## src/rtl/xosera_bus_initiator.sv

```systemverilog
// xosera_bus_initiator
//   Host-side initiator for the Xosera 8-bit register bus. A 16-bit register
//   command becomes one or two byte cycles. The even byte (data[15:8]) goes
//   first and the odd byte (data[7:0]) second. An odd-only command runs just
//   the odd-byte cycle.
//
//   State table:
//     IDLE    | waiting for a command; cmd_ready_o high
//     SETUP   | address/data driven, cs_n high
//     STROBE  | cs_n low; read data sampled on the last cycle
//     RECOVER | cs_n high, bus held; then next byte or completion
//
// Ports:
//   clk, reset_i                  clock, synchronous active-high reset
//   cmd_valid_i / cmd_ready_o     command handshake
//   cmd_rd_nwr_i, cmd_reg_num_i,
//   cmd_odd_only_i, cmd_data_i    command fields
//   rsp_valid_o, rsp_data_o       one-cycle completion pulse and read result
//   bus_*_o, bus_data_i           Xosera register bus
//   bus_intr_i, intr_ack_i,
//   intr_pending_o                interrupt latch (build option)
//
// Build option:
//   BUS_INTR_LATCH_EN  when defined, a rising edge on bus_intr_i latches
//                      intr_pending_o until intr_ack_i. Otherwise
//                      intr_pending_o is tied to 0.

module xosera_bus_initiator #(
  parameter int unsigned SETUP_CYCLES   = 1,
  parameter int unsigned STROBE_CYCLES  = 2,
  parameter int unsigned RECOVER_CYCLES = 2
) (
  input  logic        clk,
  input  logic        reset_i,
  input  logic        cmd_valid_i,
  output logic        cmd_ready_o,
  input  logic        cmd_rd_nwr_i,
  input  logic [3:0]  cmd_reg_num_i,
  input  logic        cmd_odd_only_i,
  input  logic [15:0] cmd_data_i,
  output logic        rsp_valid_o,
  output logic [15:0] rsp_data_o,
  output logic        bus_cs_n_o,
  output logic        bus_rd_nwr_o,
  output logic [3:0]  bus_reg_num_o,
  output logic        bus_bytesel_o,
  output logic [7:0]  bus_data_o,
  input  logic [7:0]  bus_data_i,
  input  logic        bus_intr_i,
  input  logic        intr_ack_i,
  output logic        intr_pending_o
);

  if (SETUP_CYCLES < 1 || SETUP_CYCLES > 15) begin : g_bad_setup
    $error("SETUP_CYCLES must be in 1..15");
  end
  if (STROBE_CYCLES < 1 || STROBE_CYCLES > 15) begin : g_bad_strobe
    $error("STROBE_CYCLES must be in 1..15");
  end
  if (RECOVER_CYCLES < 1 || RECOVER_CYCLES > 15) begin : g_bad_recover
    $error("RECOVER_CYCLES must be in 1..15");
  end

  // The counter holds N-1 on state entry and the state ends when it reads 0.
  localparam logic [3:0] S_LD = 4'(SETUP_CYCLES - 1);
  localparam logic [3:0] T_LD = 4'(STROBE_CYCLES - 1);
  localparam logic [3:0] R_LD = 4'(RECOVER_CYCLES - 1);

  typedef enum logic [1:0] {
    IDLE    = 2'd0,
    SETUP   = 2'd1,
    STROBE  = 2'd2,
    RECOVER = 2'd3
  } state_t;

  state_t      state_q, state_d;
  logic [3:0]  cnt_q, cnt_d;
  logic        cs_n_q, cs_n_d;
  logic        rd_nwr_q, rd_nwr_d;
  logic [3:0]  reg_num_q, reg_num_d;
  logic        bytesel_q, bytesel_d;
  logic [7:0]  bus_data_q, bus_data_d;
  logic [7:0]  data_lo_q, data_lo_d;   // only the odd byte is needed after accept
  logic [15:0] rd_buf_q, rd_buf_d;
  logic        rsp_valid_q, rsp_valid_d;
  logic [15:0] rsp_data_q, rsp_data_d;

  always_comb begin
    state_d     = state_q;
    cnt_d       = cnt_q;
    cs_n_d      = cs_n_q;
    rd_nwr_d    = rd_nwr_q;
    reg_num_d   = reg_num_q;
    bytesel_d   = bytesel_q;
    bus_data_d  = bus_data_q;
    data_lo_d   = data_lo_q;
    rd_buf_d    = rd_buf_q;
    rsp_valid_d = 1'b0;
    rsp_data_d  = rsp_data_q;

    case (state_q)
      IDLE: begin
        if (cmd_valid_i) begin
          state_d   = SETUP;
          cnt_d     = S_LD;
          rd_nwr_d  = cmd_rd_nwr_i;
          reg_num_d = cmd_reg_num_i;
          bytesel_d = cmd_odd_only_i;
          data_lo_d = cmd_data_i[7:0];
          // Cleared so an odd-only read returns 0 in the upper byte.
          rd_buf_d  = '0;
          if (cmd_rd_nwr_i)
            bus_data_d = 8'h00;
          else
            bus_data_d = cmd_odd_only_i ? cmd_data_i[7:0] : cmd_data_i[15:8];
        end
      end

      SETUP: begin
        if (cnt_q == 4'd0) begin
          state_d = STROBE;
          cnt_d   = T_LD;
          cs_n_d  = 1'b0;
        end else begin
          cnt_d = cnt_q - 4'd1;
        end
      end

      STROBE: begin
        if (cnt_q == 4'd0) begin
          state_d = RECOVER;
          cnt_d   = R_LD;
          cs_n_d  = 1'b1;
          if (rd_nwr_q) begin
            if (bytesel_q)
              rd_buf_d[7:0] = bus_data_i;
            else
              rd_buf_d[15:8] = bus_data_i;
          end
        end else begin
          cnt_d = cnt_q - 4'd1;
        end
      end

      RECOVER: begin
        if (cnt_q == 4'd0) begin
          if (!bytesel_q) begin
            state_d    = SETUP;
            cnt_d      = S_LD;
            bytesel_d  = 1'b1;
            bus_data_d = rd_nwr_q ? 8'h00 : data_lo_q;
          end else begin
            state_d     = IDLE;
            rsp_valid_d = 1'b1;
            rsp_data_d  = rd_nwr_q ? rd_buf_q : 16'h0000;
          end
        end else begin
          cnt_d = cnt_q - 4'd1;
        end
      end

      default: begin
        state_d = IDLE;
        cs_n_d  = 1'b1;
      end
    endcase
  end

  always_ff @(posedge clk) begin
    if (reset_i) begin
      state_q     <= IDLE;
      cnt_q       <= '0;
      cs_n_q      <= 1'b1;
      rd_nwr_q    <= 1'b1;
      reg_num_q   <= '0;
      bytesel_q   <= 1'b0;
      bus_data_q  <= '0;
      data_lo_q   <= '0;
      rd_buf_q    <= '0;
      rsp_valid_q <= 1'b0;
      rsp_data_q  <= '0;
    end else begin
      state_q     <= state_d;
      cnt_q       <= cnt_d;
      cs_n_q      <= cs_n_d;
      rd_nwr_q    <= rd_nwr_d;
      reg_num_q   <= reg_num_d;
      bytesel_q   <= bytesel_d;
      bus_data_q  <= bus_data_d;
      data_lo_q   <= data_lo_d;
      rd_buf_q    <= rd_buf_d;
      rsp_valid_q <= rsp_valid_d;
      rsp_data_q  <= rsp_data_d;
    end
  end

  assign cmd_ready_o   = (state_q == IDLE);
  assign rsp_valid_o   = rsp_valid_q;
  assign rsp_data_o    = rsp_data_q;
  assign bus_cs_n_o    = cs_n_q;
  assign bus_rd_nwr_o  = rd_nwr_q;
  assign bus_reg_num_o = reg_num_q;
  assign bus_bytesel_o = bytesel_q;
  assign bus_data_o    = bus_data_q;

`ifdef BUS_INTR_LATCH_EN
  logic intr_sync_q, intr_prev_q;
  logic intr_pending_q, intr_pending_d;

  // A new edge in the same cycle as an ack keeps the latch set.
  always_comb begin
    intr_pending_d = intr_pending_q;
    if (intr_ack_i)
      intr_pending_d = 1'b0;
    if (intr_sync_q && !intr_prev_q)
      intr_pending_d = 1'b1;
  end

  always_ff @(posedge clk) begin
    if (reset_i) begin
      intr_sync_q    <= 1'b0;
      intr_prev_q    <= 1'b0;
      intr_pending_q <= 1'b0;
    end else begin
      intr_sync_q    <= bus_intr_i;
      intr_prev_q    <= intr_sync_q;
      intr_pending_q <= intr_pending_d;
    end
  end

  assign intr_pending_o = intr_pending_q;
`else
  logic unused_intr;
  assign unused_intr    = bus_intr_i ^ intr_ack_i;
  assign intr_pending_o = 1'b0;
`endif

endmodule
```

## config.mk

```make
export PLATFORM = sky130hd
export DESIGN_NAME = xosera_bus_initiator
export DESIGN_NICKNAME = d
export VERILOG_FILES = /design/src/rtl/xosera_bus_initiator.sv
export SDC_FILE = /design/constraint.sdc
export NUM_CORES = 1
export LEC_CHECK = 0
export BUFFER_PORTS_ARGS = -buffer_cell sky130_fd_sc_hd__buf_4
export CORE_ASPECT_RATIO = 1.5
export CORE_MARGIN = 4
export CORE_UTILIZATION = 30
export CTS_CLUSTER_DIAMETER = 50
export DETAILED_ROUTE_END_ITERATION = 12
export SLEW_MARGIN = 20
export SYNTH_ARGS = -nofsm -noshare
export SYNTH_HDL_FRONTEND = slang
export SYNTH_SLANG_ARGS = --single-unit
```

## constraint.sdc

```tcl
create_clock -name clk -period 5.7 [get_ports clk]
set_clock_uncertainty 0.2 [all_clocks]
set_input_delay 0.57 -clock clk [delete_from_list [all_inputs] [get_ports clk]]
set_output_delay 0.57 -clock clk [all_outputs]
set_load 0.005 [all_outputs]
```

### Word-level counts from Yosys, hierarchy flattened

Index checks and enable logic that the tools add are counted.

* add/sub/neg operators: 1
* $mul: 0
* div/mod/pow operators: 0
* order comparisons: 0
* equal/unequal tests: 12
* shifts and indexed selects: 0
* multiplexer cells: 31
* bitwise gates (word level): 2
* reduce and logical (&&, ||, !) cells: 16

Operator list (count)
* 16-bit 2-to-1 mux: 4
* 8-bit 2-to-1 mux: 8
* 16-bit case mux with 2 select lines: 1
* 4-bit 2-to-1 mux: 4
* 2-bit inequality test (second input constant): 8
* 8-bit case mux with 2 select lines: 1
* 4-bit case mux with 3 select lines: 1
* 5-bit AND reduction: 2
* 3-bit AND reduction: 3
* 2-bit 2-to-1 mux: 4
* 2-bit case mux with 4 select lines: 1
* 4-bit AND reduction: 2
* 2-bit nonzero test: 3
* 1-bit 2-to-1 mux: 5
* 2-bit equality test (second input constant): 2
* 4-bit logical NOT: 1
* 1-bit case mux with 2 select lines: 2
* 2-bit AND reduction: 2
* 4-bit by 1-bit subtractor with 4-bit output (second input constant): 1
* 3-bit inequality test (second input constant): 1
* 3-bit OR reduction: 1
* 2-bit by 1-bit equality test with 1-bit output (second input constant): 1
* 2-bit logical NOT: 1
* 1-bit inverter: 2
* 2-bit OR reduction: 1

* bits in registers: 62
* latch bits: 0
* RAM bits: 0
* bits in read-only memories: 0
* bits of input ports: 35
* memories: 0

### Depth between registers and ports, before layout

* word-level depth: 4
* mapped depth: 8
* mapped depth without buffers: 5

### Worst setup path after synthesis

No wires, ideal clock.

* path type: register -> register
* start point: register state_q[0]
* end point: register rd_buf_q[10]
* arrival time: 1.731 ns
* data required time: 5.381 ns
* setup slack: 3.650 ns
* stages on the path, launching flop included: 8
* buffers on the path: 2
* period minus slack after synthesis: 2.050 ns
* cell sequence: dfxtp_1 inv_1 ha_1 buf_2 and2b_4 or4b_4 buf_6 mux2i_1

* cells in the longest elaborated chain, start to end: 3
* elaborated cells between the ends (all ways): 9
* those cells by class: eq/ne: 5; mux: 1; reduce/logical: 3

Ends and longest elaborated chain
* start: declaration: line 76 `state_t state_q, state_d;`
* start signal: assignment: line 183 `state_q <= state_d;`
* 2-bit logical NOT *
* via cmd_ready_o: line 36 `output logic cmd_ready_o,`
* 2-bit inequality test (no line) or 2-bit nonzero test (tied branches)
* 5-bit AND reduction (no line)
* end signal: assignment: line 191 `rd_buf_q <= rd_buf_d;`
* end: declaration: line 84 `logic [15:0] rd_buf_q, rd_buf_d;`

Mark *: on every way through the listed nets, which the timed path passes. The rest lies on a longest branch.
A chain may end at the register's enable or synchronous reset.

### Worst setup path in the final report

* start point: register state_q[0]
* end point: register bus_data_q[5] (netlist: bus_data_o[5])

* cells in the longest elaborated chain, start to end: 3
* elaborated cells between the ends (all ways): 8
* those cells by class: eq/ne: 4; mux: 1; reduce/logical: 3

Ends and longest elaborated chain
* 2-bit equality test or 2-bit logical NOT (tied branches): line 101 `case (state_q)`
* 2-bit inequality test (no line) or 2-bit nonzero test (tied branches)
* 4-bit AND reduction (no line)
* end signal: assignment: line 189 `bus_data_q <= bus_data_d;`
* end: declaration: line 82 `logic [7:0] bus_data_q, bus_data_d;`

Several ways; a longest one is shown, not always the timed one.

==> results.md <==
- Run status: finished, final reports clean
- Synth unique cells: 47
- Shortest period the worst path allows: 2.45 ns
- Gate Count Post-Synth: 330
- Remaining DRCs: 0
- Data required, critical path: 5.68 ns
- CTS Buf Count: 9
- Max clock buf depth: 2
- Core Area: 9360 sq um
- CTS clk-pin slew, worst paths: 0.05 ns
- GRT overflow: 0
- Clock share of power: 0.363
- DR WL/cell: 16.2 um
- Post-layout nets: 418
- Die area: 11400 sq um
- Top cells by instance count after synthesis: dfxtp_1 (62), a21oi_1 (31), nand2_1 (30)
- Most common cell in the synthesized netlist: dfxtp_1
- Resized cells post-CTS: 0
- Sequential power share: 0.339
- Post-DP HPWL: 5.47 mm
- RSZ-0062 raised after global routing: no
- Initial Util: 0.312
- Worst-Skew Late Latency: 0.32 ns
- CTS H-Tree Depth: 3
- PwrDens: 432 nW/um^2
- Post-CTS setup repair buffer count: 0
- Final core utilization: 0.398
- Vias: 2649
- Hold Crit Class: reg -> reg
- Sequential element share of the synthesized area: 0.425
- Port Buffer Count: 65
- Top cell type's share of synthesized area: 0.425
- Synth warnings: 0
- Ys async rst share: 0
- Fill count: 987
- Initial drt markers: 108
- Int Pwr: 1070 uW
- Die height: 129 um
- First-pass GRT wire length: 13.0 mm
- EDFF count, synth: 0
- Pleak: 0.00151 uW
- Gpl congestion: 0.760
- Cell Count, Final, Fillers Out: 493
- Number of global-route vias before repair: 2629
- Switch Pwr: 539 uW
- Final worst-path cycle share: 0.430
- Gr usage total: 0.148
- Design area: 3730 sq um
- Final ANT Viol Nets: 0
- Critical path arrival: 2.43 ns
- Diodes inserted: 0
- Area contributors post-synth: dfxtp_1 (43%), mux2i_1 (5.5%), a21oi_1 (5.3%), nand3_1 (4.8%), nand4_1 (4.1%)
- Hold-fix buffers at CTS: 0
- Power share of the combinational group: 0.298
- Clk sinks: 62
- Area Growth Syn to Fin: 27.8%
- Critical path class: reg -> reg
- Die width: 88.5 um
- Setup TNS: 0 ns
- Syn Std Cell Area: 2920 sq um
- Main synth FF type: dfxtp_1
- Startpoint Class: flip-flop
- Endpoints failing setup: 0
- Clock root buffer: clkbuf_16
- Max_slew headroom: 0.384
- #FFs+latches synth: 62
- Row count: 43
- Worst Path Max Fanout: 22
- Maxcap violations: 0
- Io pins: 69
- VDD IR-drop max: 0.225 mV
- Syn Nets: 372
- Placed Area: 3410 sq um
- Critical path capture point type: flip-flop
- Vias per cell: 5.37
- Final hold violation count: 0
- Detailed-route wire length: 7.97 mm
- CTS tree: done
- Area leader, netlist: dfxtp_1
- Achievable Freq: 0.408 GHz
- Initial antenna violation count: 0
- Pin count of the biggest net entering global routing: 47
- Max Slew Vio Count: 0
- Share of cells above drive strength 1: 0.262
- Worst-margin pin slew: 0.923 ns
- Placed insts: 477
- Initial DRT Pass Iterations: 4
- Syn_area_per_cell: 8.84 sq um
- Sw frac: 0.334
[layout by cell type, fill, tap and decap left out, drive strengths merged, types with 2 or more instances in the layout]
master,Yosys,routed
a21oi,31,31
and2,2,2
o31ai,3,3
clkinv,0,4
nor2b,2,2
nor4b,2,2
nor2,4,4
buf,17,66
a2111oi,9,9
nor3b,2,2
mux2,9,9
clkbuf,14,9
bufinv,0,2
mux2i,16,16
dfxtp,62,62
inv,9,9
nand2,30,30
o21ai,17,17
nor3,19,19
nand3,28,28
a22oi,8,8
nand4,19,19
or3,2,2
ha,7,7
[area by class of cell]
cell class	count	area, sq um	share of cell area
Clock inverter	7	98.8	0.0265
Inverter	9	33.8	0.00906
Sequential cell	62	1240	0.333
Timing Repair Buffer	66	495	0.133
Multi-Input combinational cell	228	1500	0.401
Clock buffer	9	225	0.0604
Tap cell	112	140	0.0376
[through the flow]
step	total power [uW]	worst slack, ns	hold slack (ns)
6_report	1610	3.25	0.257
5_1_grt	1720	3.06	0.274
4_1_cts	1630	3.24	0.256
3_5_place_dp	1040	3.27	0.249
3_3_place_gp	1030	3.33	0.243
2_1_floorplan	881	3.65	0.237
[registers in the layout, summed over array words and instances (netlist names)]
name / flops
state_q: 2
cnt_q: 4
rsp_data_o: 16
bus_reg_num_o: 4
rd_buf_q: 16
bus_rd_nwr_o: 1
bus_data_o: 8
rsp_valid_o: 1
data_lo_q: 8
bus_bytesel_o: 1
bus_cs_n_o: 1
[power by group through the flow]
stage               Clock (uW)  Combinational, uW  Sequential, uW
detailed placement           0                484             554
finish                     585                481             546
global route               623                539             555
global placement             0                473             552
floorplan                    0                348             532
CTS                        598                489             546
[worst max-delay path, cell delays in order (launching register included)]
cell and delay, ns:
dfxtp_1 0.32, inv_1 0.15, ha_1 0.36, and2_1 0.74, o22a_1 0.37, a2111oi_0 0.16
[metal layers]
layer	vias up	share of wire	track usage
met2	84	0.54	0.266
met5	-	0	0
met3	10	0.062	0.0416
li1	1305	-	-
met4	0	0.018	0.0472
met1	1250	0.38	0.164
[worst paths after layout]
path / startpoint / to / slack (ns) / depth (start not counted)
worst max-delay path: state_q[0] / bus_data_o[5] / 3.25 / 5
worst min-delay path: bus_reg_num_o[3] / bus_reg_num_o[3] / 0.26 / 2
worst max register to register: state_q[0] / bus_data_o[5] / 3.25 / 5
worst min register to register: bus_reg_num_o[3] / bus_reg_num_o[3] / 0.26 / 2
[cells by family (layout without fill, tap and decap cells)]
logic type	Yosys count	in the layout	share of synthesized area
and+or+nand+nor	118	118	0.226
muxes	25	25	0.0896
DFF	62	62	0.425
AOI/OAI and AO/OA	77	77	0.164
adders and majority gates	7	7	0.0300
other	1	1	0.00129
buffers and inverters	40	91	0.0639
(Power assumes the default switching activity.)
